## src/rtl/wb_mic_pkg.sv

```systemverilog
// Shared register map, control bit positions and sequencer state encoding for wb_mic_ctrl.
// Latency: none (declarations only).
// Backpressure: not applicable.
package wb_mic_pkg;

  localparam logic [7:0] ADDR_CTRL   = 8'h00;
  localparam logic [7:0] ADDR_DIV    = 8'h04;
  localparam logic [7:0] ADDR_WINDOW = 8'h08;
  localparam logic [7:0] ADDR_STATUS = 8'h0C;
  localparam logic [7:0] ADDR_DATA   = 8'h10;

  localparam int CTRL_EN     = 0;
  localparam int CTRL_IRQ_EN = 1;
  localparam int CTRL_FLUSH  = 2;

  localparam int STAT_EMPTY     = 0;
  localparam int STAT_FULL      = 1;
  localparam int STAT_OVF       = 2;
  localparam int STAT_LEVEL_LSB = 8;

  typedef enum logic [1:0] {
    S_IDLE   = 2'd0,
    S_RUN    = 2'd1,
    S_COMMIT = 2'd2
  } state_t;

endpackage

```

## src/rtl/wb_mic_fifo.sv

```systemverilog
// Synchronous FIFO holding per-window ones-counts until the CPU drains them.
// Latency: a push is visible at the head on the cycle after it is written.
// Backpressure: push while full is dropped unless a pop frees a slot in the same cycle; flush beats both.
module wb_mic_fifo #(
  parameter int CNT_W   = 16,
  parameter int FIFO_AW = 4
) (
  input  logic               clk,
  input  logic               reset,
  input  logic               i_push,
  input  logic [CNT_W-1:0]   i_push_dat,
  input  logic               i_pop,
  input  logic               i_flush,
  output logic [CNT_W-1:0]   o_head_dat,
  output logic               o_empty,
  output logic               o_full,
  output logic [FIFO_AW:0]   o_level
);

  localparam int DEPTH = 1 << FIFO_AW;

  logic [CNT_W-1:0]   r_mem [DEPTH];
  logic [FIFO_AW-1:0] r_wr_ptr;
  logic [FIFO_AW-1:0] r_rd_ptr;
  logic [FIFO_AW:0]   r_level;
  logic               w_do_pop;
  logic               w_do_push;

  assign o_empty    = (r_level == '0);
  assign o_full     = (r_level == (FIFO_AW+1)'(DEPTH));
  assign o_level    = r_level;
  assign o_head_dat = r_mem[r_rd_ptr];

  // A pop on a full FIFO frees the slot the simultaneous push lands in.
  assign w_do_pop  = i_pop & ~o_empty & ~i_flush;
  assign w_do_push = i_push & (~o_full | w_do_pop) & ~i_flush;

  // Storage array; no reset needed, occupancy is tracked by the pointers.
  always_ff @(posedge clk) begin
    if (w_do_push) r_mem[r_wr_ptr] <= i_push_dat;
  end

  // Pointer and occupancy tracking; flush returns to empty.
  always_ff @(posedge clk) begin
    if (reset || i_flush) begin
      r_wr_ptr <= '0;
      r_rd_ptr <= '0;
      r_level  <= '0;
    end else begin
      if (w_do_push) r_wr_ptr <= r_wr_ptr + FIFO_AW'(1);
      if (w_do_pop)  r_rd_ptr <= r_rd_ptr + FIFO_AW'(1);
      case ({w_do_push, w_do_pop})
        2'b10:   r_level <= r_level + (FIFO_AW+1)'(1);
        2'b01:   r_level <= r_level - (FIFO_AW+1)'(1);
        default: r_level <= r_level;
      endcase
    end
  end

endmodule

```

## src/rtl/wb_mic_ctrl.sv

```systemverilog
// Wishbone slave that samples the PDM mic bit on divided ticks and queues a ones-count per window.
// Latency: mic is 2-flop synchronized; a window commits one cycle after its last tick; bus ack one cycle after strobe.
// Backpressure: counts arriving at a full FIFO are dropped and flagged in sticky OVF; bus never stalls.
module wb_mic_ctrl
  import wb_mic_pkg::*;
#(
  parameter int DIV_W   = 16,
  parameter int CNT_W   = 16,
  parameter int FIFO_AW = 4
) (
  input  logic        clk,
  input  logic        reset,
  input  logic        wb_stb_i,
  input  logic        wb_cyc_i,
  output logic        wb_ack_o,
  input  logic        wb_we_i,
  input  logic [31:0] wb_adr_i,
  input  logic [3:0]  wb_sel_i,
  input  logic [31:0] wb_dat_i,
  output logic [31:0] wb_dat_o,
  input  logic        mic,
  output logic        irq
);

  logic             r_mic_s1, r_mic_s2;
  logic             r_en, r_irq_en, r_flush, r_ovf;
  logic [DIV_W-1:0] r_div, r_div_cnt;
  logic [CNT_W-1:0] r_window, r_win_cnt, r_acc;
  logic             r_ack, r_irq;
  logic [31:0]      r_dat;
  state_t           r_state, w_state_nxt;

  logic             w_rd, w_wr, w_pop, w_tick, w_push, w_win_last, w_ovf_set;
  logic [7:0]       w_adr;
  logic [31:0]      w_rd_dat;
  logic [CNT_W-1:0] w_acc_inc, w_fifo_head;
  logic             w_fifo_empty, w_fifo_full;
  logic [FIFO_AW:0] w_fifo_level;
  logic             w_unused;

  assign w_adr    = wb_adr_i[7:0];
  assign w_rd     = wb_stb_i & wb_cyc_i & ~wb_we_i & ~r_ack;
  assign w_wr     = wb_stb_i & wb_cyc_i &  wb_we_i & ~r_ack;
  assign w_pop    = w_rd & (w_adr == ADDR_DATA);
  assign w_unused = ^{wb_sel_i, wb_adr_i[31:8], wb_dat_i};

  // A zero window behaves as a one-tick window.
  assign w_win_last = (r_window == '0) ? 1'b1 : (r_win_cnt >= r_window - CNT_W'(1));
  assign w_acc_inc  = (r_acc == '1) ? r_acc : r_acc + CNT_W'(r_mic_s2);
  // Flush wins over a coincident push, and a coincident pop frees room, so neither counts as overflow.
  assign w_ovf_set  = w_push & w_fifo_full & ~w_pop & ~r_flush;

  assign wb_ack_o = r_ack;
  assign wb_dat_o = r_dat;
  assign irq      = r_irq;

  // Two-flop synchronizer for the asynchronous mic bit.
  always_ff @(posedge clk) begin
    if (reset) begin
      r_mic_s1 <= 1'b0;
      r_mic_s2 <= 1'b0;
    end else begin
      r_mic_s1 <= mic;
      r_mic_s2 <= r_mic_s1;
    end
  end

  // Sequencer state register.
  always_ff @(posedge clk) begin
    if (reset) r_state <= S_IDLE;
    else       r_state <= w_state_nxt;
  end

  // Sequencer next state, tick and push strobes; clearing EN overrides everything.
  always_comb begin
    w_state_nxt = r_state;
    w_tick      = 1'b0;
    w_push      = 1'b0;
    case (r_state)
      S_IDLE:   if (r_en) w_state_nxt = S_RUN;
      S_RUN: begin
        w_tick = (r_div_cnt >= r_div);
        if (w_tick && w_win_last) w_state_nxt = S_COMMIT;
      end
      S_COMMIT: begin
        w_push      = 1'b1;
        w_state_nxt = S_RUN;
      end
      default:  w_state_nxt = S_IDLE;
    endcase
    if (!r_en) begin
      w_state_nxt = S_IDLE;
      w_push      = 1'b0;
    end
  end

  // Divider, window counter and accumulator; divider pauses during COMMIT.
  always_ff @(posedge clk) begin
    if (reset || !r_en) begin
      r_div_cnt <= '0;
      r_win_cnt <= '0;
      r_acc     <= '0;
    end else begin
      case (r_state)
        S_RUN: begin
          if (w_tick) begin
            r_div_cnt <= '0;
            r_win_cnt <= r_win_cnt + CNT_W'(1);
            r_acc     <= w_acc_inc;
          end else begin
            r_div_cnt <= r_div_cnt + DIV_W'(1);
          end
        end
        S_COMMIT: begin
          r_win_cnt <= '0;
          r_acc     <= '0;
        end
        default: begin
          r_div_cnt <= '0;
          r_win_cnt <= '0;
          r_acc     <= '0;
        end
      endcase
    end
  end

  // Read data mux for the addressed register.
  always_comb begin
    w_rd_dat = '0;
    case (w_adr)
      ADDR_CTRL: begin
        w_rd_dat[CTRL_EN]     = r_en;
        w_rd_dat[CTRL_IRQ_EN] = r_irq_en;
      end
      ADDR_DIV:    w_rd_dat[DIV_W-1:0] = r_div;
      ADDR_WINDOW: w_rd_dat[CNT_W-1:0] = r_window;
      ADDR_STATUS: begin
        w_rd_dat[STAT_EMPTY] = w_fifo_empty;
        w_rd_dat[STAT_FULL]  = w_fifo_full;
        w_rd_dat[STAT_OVF]   = r_ovf;
        w_rd_dat[STAT_LEVEL_LSB+FIFO_AW:STAT_LEVEL_LSB] = w_fifo_level;
      end
      ADDR_DATA:   if (!w_fifo_empty) w_rd_dat[CNT_W-1:0] = w_fifo_head;
      default:     w_rd_dat = '0;
    endcase
  end

  // Bus handshake, register writes, sticky overflow and registered interrupt.
  always_ff @(posedge clk) begin
    if (reset) begin
      r_ack    <= 1'b0;
      r_dat    <= '0;
      r_en     <= 1'b0;
      r_irq_en <= 1'b0;
      r_flush  <= 1'b0;
      r_div    <= '0;
      r_window <= '0;
      r_ovf    <= 1'b0;
      r_irq    <= 1'b0;
    end else begin
      r_ack   <= w_rd | w_wr;
      r_flush <= 1'b0;
      r_irq   <= r_irq_en & ~w_fifo_empty;
      if (w_wr) begin
        case (w_adr)
          ADDR_CTRL: begin
            r_en     <= wb_dat_i[CTRL_EN];
            r_irq_en <= wb_dat_i[CTRL_IRQ_EN];
            r_flush  <= wb_dat_i[CTRL_FLUSH];
          end
          ADDR_DIV:    r_div    <= wb_dat_i[DIV_W-1:0];
          ADDR_WINDOW: r_window <= wb_dat_i[CNT_W-1:0];
          ADDR_STATUS: if (wb_dat_i[STAT_OVF]) r_ovf <= 1'b0;
          default: ;
        endcase
      end
      if (w_ovf_set) r_ovf <= 1'b1;
      if (w_rd)      r_dat <= w_rd_dat;
      else if (w_wr) r_dat <= '0;
    end
  end

  wb_mic_fifo #(
    .CNT_W   (CNT_W),
    .FIFO_AW (FIFO_AW)
  ) u_fifo (
    .clk        (clk),
    .reset      (reset),
    .i_push     (w_push),
    .i_push_dat (r_acc),
    .i_pop      (w_pop),
    .i_flush    (r_flush),
    .o_head_dat (w_fifo_head),
    .o_empty    (w_fifo_empty),
    .o_full     (w_fifo_full),
    .o_level    (w_fifo_level)
  );

endmodule

```

## config.mk

```make
export PLATFORM = sky130hd
export DESIGN_NAME = wb_mic_ctrl
export DESIGN_NICKNAME = d
export VERILOG_FILES = /design/src/rtl/wb_mic_pkg.sv /design/src/rtl/wb_mic_fifo.sv /design/src/rtl/wb_mic_ctrl.sv
export SDC_FILE = /design/constraint.sdc
export NUM_CORES = 1
export LEC_CHECK = 0
export ABC_CLOCK_PERIOD_IN_PS = 3500
export CELL_PAD_IN_SITES_DETAIL_PLACEMENT = 1
export CELL_PAD_IN_SITES_GLOBAL_PLACEMENT = 2
export CORE_UTILIZATION = 38
export DETAILED_ROUTE_END_ITERATION = 8
export MAX_ROUTING_LAYER = met4
export PLACE_DENSITY = 0.74
export SLEW_MARGIN = 25
export SYNTH_ARGS = -nofsm -noshare
export SYNTH_HDL_FRONTEND = slang
export SYNTH_SLANG_ARGS = --single-unit
export TNS_END_PERCENT = 1
```

## constraint.sdc

```tcl
create_clock -name clk -period 3.5 [get_ports clk]
set_input_delay 0.875 -clock clk [delete_from_list [all_inputs] [get_ports clk]]
set_output_delay 0.875 -clock clk [all_outputs]
set_load 0.01 [all_outputs]
```

==> flow_metrics.py <==
metrics = {
    "run_status": {
        "status": "finished clean",
    },
    "layout": {
        "antenna_cells": 0,
        "utilization_pct": 45.93,
        "final_cells": 1970,
        "final_layout_size_suffix_gt1_share_pct": 18.63,
        "area_growth_pct": 18.77,
        "final_area_sq_um": 19830,
        "nets": 1473,
    },
    "die": {
        "initial_utilization_pct": 38.67,
        "die-height_um": 211.6,
        "rows": 76,
        "die-area_sq_um": 44770,
        "io_pins": 108,
        "die_x_um": 211.6,
        "core_sq_um": 43170,
    },
    "global_route": {
        "gr-usage-all-layers_pct": 21.81,
        "grt_overflow": 0,
        "grt_max_degree": 50,
        "grt_pass1_vias": 11190,
        "grt_first_pass_wirelength_um": 69790,
        "antenna_found_initial": 0,
    },
    "power_and_ir_drop": {
        "irDropWorstVdd_mv": 0.4991,
        "p_leak_nw": 7.047,
        "total_power_mw": 9.724,
        "p_per_area_nw_per_um2": 490.5,
    },
    "clocking": {
        "h-tree-depth": 2,
        "cts.reportedPaths.clkPinSlew_ns": 0.06,
        "clock_path_buffers": 3,
        "numCtsBuffers": 42,
        "cts_tree": "done",
        "clk_latency_ns": 0.60,
        "numClockSinks": 379,
        "root_buffer": "clkbuf_16",
        "holdBufCountCts": 0,
    },
    "drt": {
        "drtAntennaViolNets": 0,
        "vias": 10813,
        "totalWireLength_um": 45800,
        "first_iter_violations": 749,
        "wl_per_cell_um": 23.25,
        "drc": 0,
        "viasPerCell": 5.489,
        "dr.pass1.iters": 5,
    },
    "worst_setup_path": {
        "required_ns": 3.96,
        "r2r_cells": 14,
        "crit_slowest_cell": "or4_1",
        "crit_type": "reg2reg",
        "crit_chain": "or4_1, o211a_1, and4b_1, o21a_1, inv_1, ha_1, inv_1, fa_1, nor2b_1, o21ai_0, and3_1, nor3_2, xnor2_1, nor2_1",
        "critical_path.max_stage_delay_ns": 0.56,
        "end_kind": "register",
        "critPathMostFrequentCell": "inv_1",
        "cp_top_family": "simple AND/OR/NAND/NOR gates",
        "crit_buf_inv": 2,
        "crit_path_start_kind": "register",
        "arrival_ns": 3.71,
        "cp.depth": 14,
        "cp_max_fo": 5,
    },
    "timing": {
        "period_share_pct": 92.97,
        "fin_crit_ns": 3.254,
        "whs_ns": 0.4516,
        "relSlewSlack_pct": 50.87,
        "fmax_mhz": 307.3,
        "setup_violations": 0,
        "drv_slew": 0,
        "final-hold-violation-count": 0,
        "skew_ns": 0.03671,
        "worst_pin_slew_ns": 0.7360,
        "rsz0062_at_grt": "false",
    },
    "min_path": {
        "hold_path_class": "reg2reg",
        "hold_depth": 2,
    },
    "placement": {
        "numPortBuffers": 47,
        "gp_congestion": 0.8035,
        "place_inst": 1893,
        "dp_hpwl_um": 30040,
        "post_dp_cell_area_sq_um": 18300,
    },
    "logic_synthesis": {
        "async_flop_share_pct": 0,
        "netlist_top_cells_area": "edfxtp_1 46%, dfxtp_1 15%, mux4_2 11%",
        "synth.yosys.warnings": 0,
        "synth-seq-cells": 379,
        "synth_top_area_cell": "edfxtp_1",
        "synth_top_area_share_pct": 46.05,
        "synth-edff-count": 256,
        "postSynthAreaPerCell_sq_um": 13.27,
        "synthCells": 1258,
        "ys_seq_area_share_pct": 60.80,
        "syn-cell-area_sq_um": 16690,
        "synth.distinct_cells": 61,
        "ys.flop_type": "edfxtp_1",
    },
    "run": {
        "cap_violations": 0,
    },
}
[kinds of logic (layout without fill, tap and decap cells)]
group / after synthesis / in the layout / share of synthesized area (%)
DFF: 379 / 379 / 60.80
and+or+nand+nor: 371 / 371 / 10.88
AOI/OAI and AO/OA: 218 / 218 / 8.170
buffers and inverters: 122 / 234 / 3.410
muxes: 94 / 94 / 11.78
adders and majority gates: 47 / 47 / 3.568
xor gates and xnor gates: 26 / 26 / 1.364
other: 1 / 16 / 0.02246
[power by group]
group	internal (mW)	switching [mW]	total [mW]
clock network	2.91	1.92	4.83
registers	4.73	0.00695	4.74
logic	0.0709	0.0897	0.161
total	7.71	2.02	9.72
[final timing paths]
| check | startpoint | endpoint | slack, ns |
|---|---|---|---|
| setup / recovery | u_fifo.o_level[2]$_SDFFE_PP0P_ | u_fifo.o_level[4]$_SDFFE_PP0P_ | 0.25 |
| hold reg to reg | wb_dat_o[12]$_SDFFE_PP0P_ | wb_dat_o[12]$_SDFFE_PP0P_ | 0.45 |
| setup reg to reg | u_fifo.o_level[2]$_SDFFE_PP0P_ | u_fifo.o_level[4]$_SDFFE_PP0P_ | 0.25 |
| hold / removal | wb_dat_o[12]$_SDFFE_PP0P_ | wb_dat_o[12]$_SDFFE_PP0P_ | 0.45 |
[sequential cells by signal, indices dropped and copies added (netlist names), 2 cells and up, named ones only]
| register | flops |
|---|---|
| r_div_cnt | 16 |
| u_fifo.o_level | 5 |
| r_div | 16 |
| r_state | 2 |
| r_win_cnt | 16 |
| u_fifo.r_rd_ptr | 4 |
| u_fifo.r_mem | 256 |
| r_acc | 16 |
| wb_dat_o | 16 |
| r_window | 16 |
| u_fifo.r_wr_ptr | 4 |
[worst reg2reg max path, stage by stage, from the launching register on]
cell,delay (ns)
dfxtp_1,0.38
or4_1,0.56
o211a_1,0.25
and4b_1,0.22
o21a_1,0.21
inv_1,0.06
ha_1,0.19
inv_1,0.09
fa_1,0.38
nor2b_1,0.17
o21ai_0,0.13
and3_1,0.21
nor3_2,0.13
xnor2_1,0.14
nor2_1,0.05
[cell usage after synthesis, types with 15 or more instances]
library cell and instances:
a22oi_1 15, o21ai_0 54, inv_1 32, or3_1 15, clkbuf_1 50, nand2_1 110, nand4_1 18, xnor2_1 15
nor2_1 63, mux4_2 82, a21oi_1 81, nand3_1 68, dfxtp_1 123, buf_4 16, edfxtp_1 256, nor3_1 27
ha_1 46
[layout by cell type, fill, tap and decap left out, drive strengths merged, types with 10 or more instances in the layout]
cell | netlist | layout
clkbuf | 51 | 47
dfxtp | 123 | 123
edfxtp | 256 | 256
a2111o | 11 | 11
xnor2 | 15 | 15
nor2 | 63 | 63
xor2 | 11 | 11
mux4 | 82 | 82
or3 | 15 | 15
conb | 1 | 16
a21oi | 82 | 82
mux2i | 12 | 12
nand4 | 18 | 18
and3 | 12 | 12
nand3 | 68 | 68
ha | 46 | 46
buf | 39 | 79
clkinv | 0 | 17
nor2b | 10 | 10
nor3 | 27 | 27
nand2 | 110 | 110
clkdlybuf4s50 | 0 | 46
inv | 32 | 32
a22oi | 15 | 15
o21ai | 54 | 54
[per-stage QoR]
stage	TNS (ns)	setup WS, ns
finish	0	0.2461
global route	0	0.005921
CTS	0	0.1890
detailed placement	-0.5613	-0.3089
global placement	-0.3940	-0.2085
floorplan	-6.032	-0.1830
[layout make-up]
class | instances | area [sq um]
sequential | 379 | 10160
clock inverter | 30 | 456.7
inverter | 32 | 120.1
clock buffer | 47 | 1070
timing repair buffer | 125 | 1201
fill | 4427 | 23340
tap | 585 | 732.0
multi-input combinational | 772 | 6091
[per-layer routing]
layer	wire (um)	part of all wire [%]	GRT usage (%)
met5	0	0	-
met4	1043	2.3	6.372
met3	2383	5.2	4.154
met2	21920	48	34.18
met1	20440	45	28.86
[repair_timing]
item                                   CTS  global route
setup endpoints to repair                0             1
endpoints found under the hold margin    0             0
setup buffers                            0             0
resized for setup                        0             1
Power figures use the tool's default switching activity.
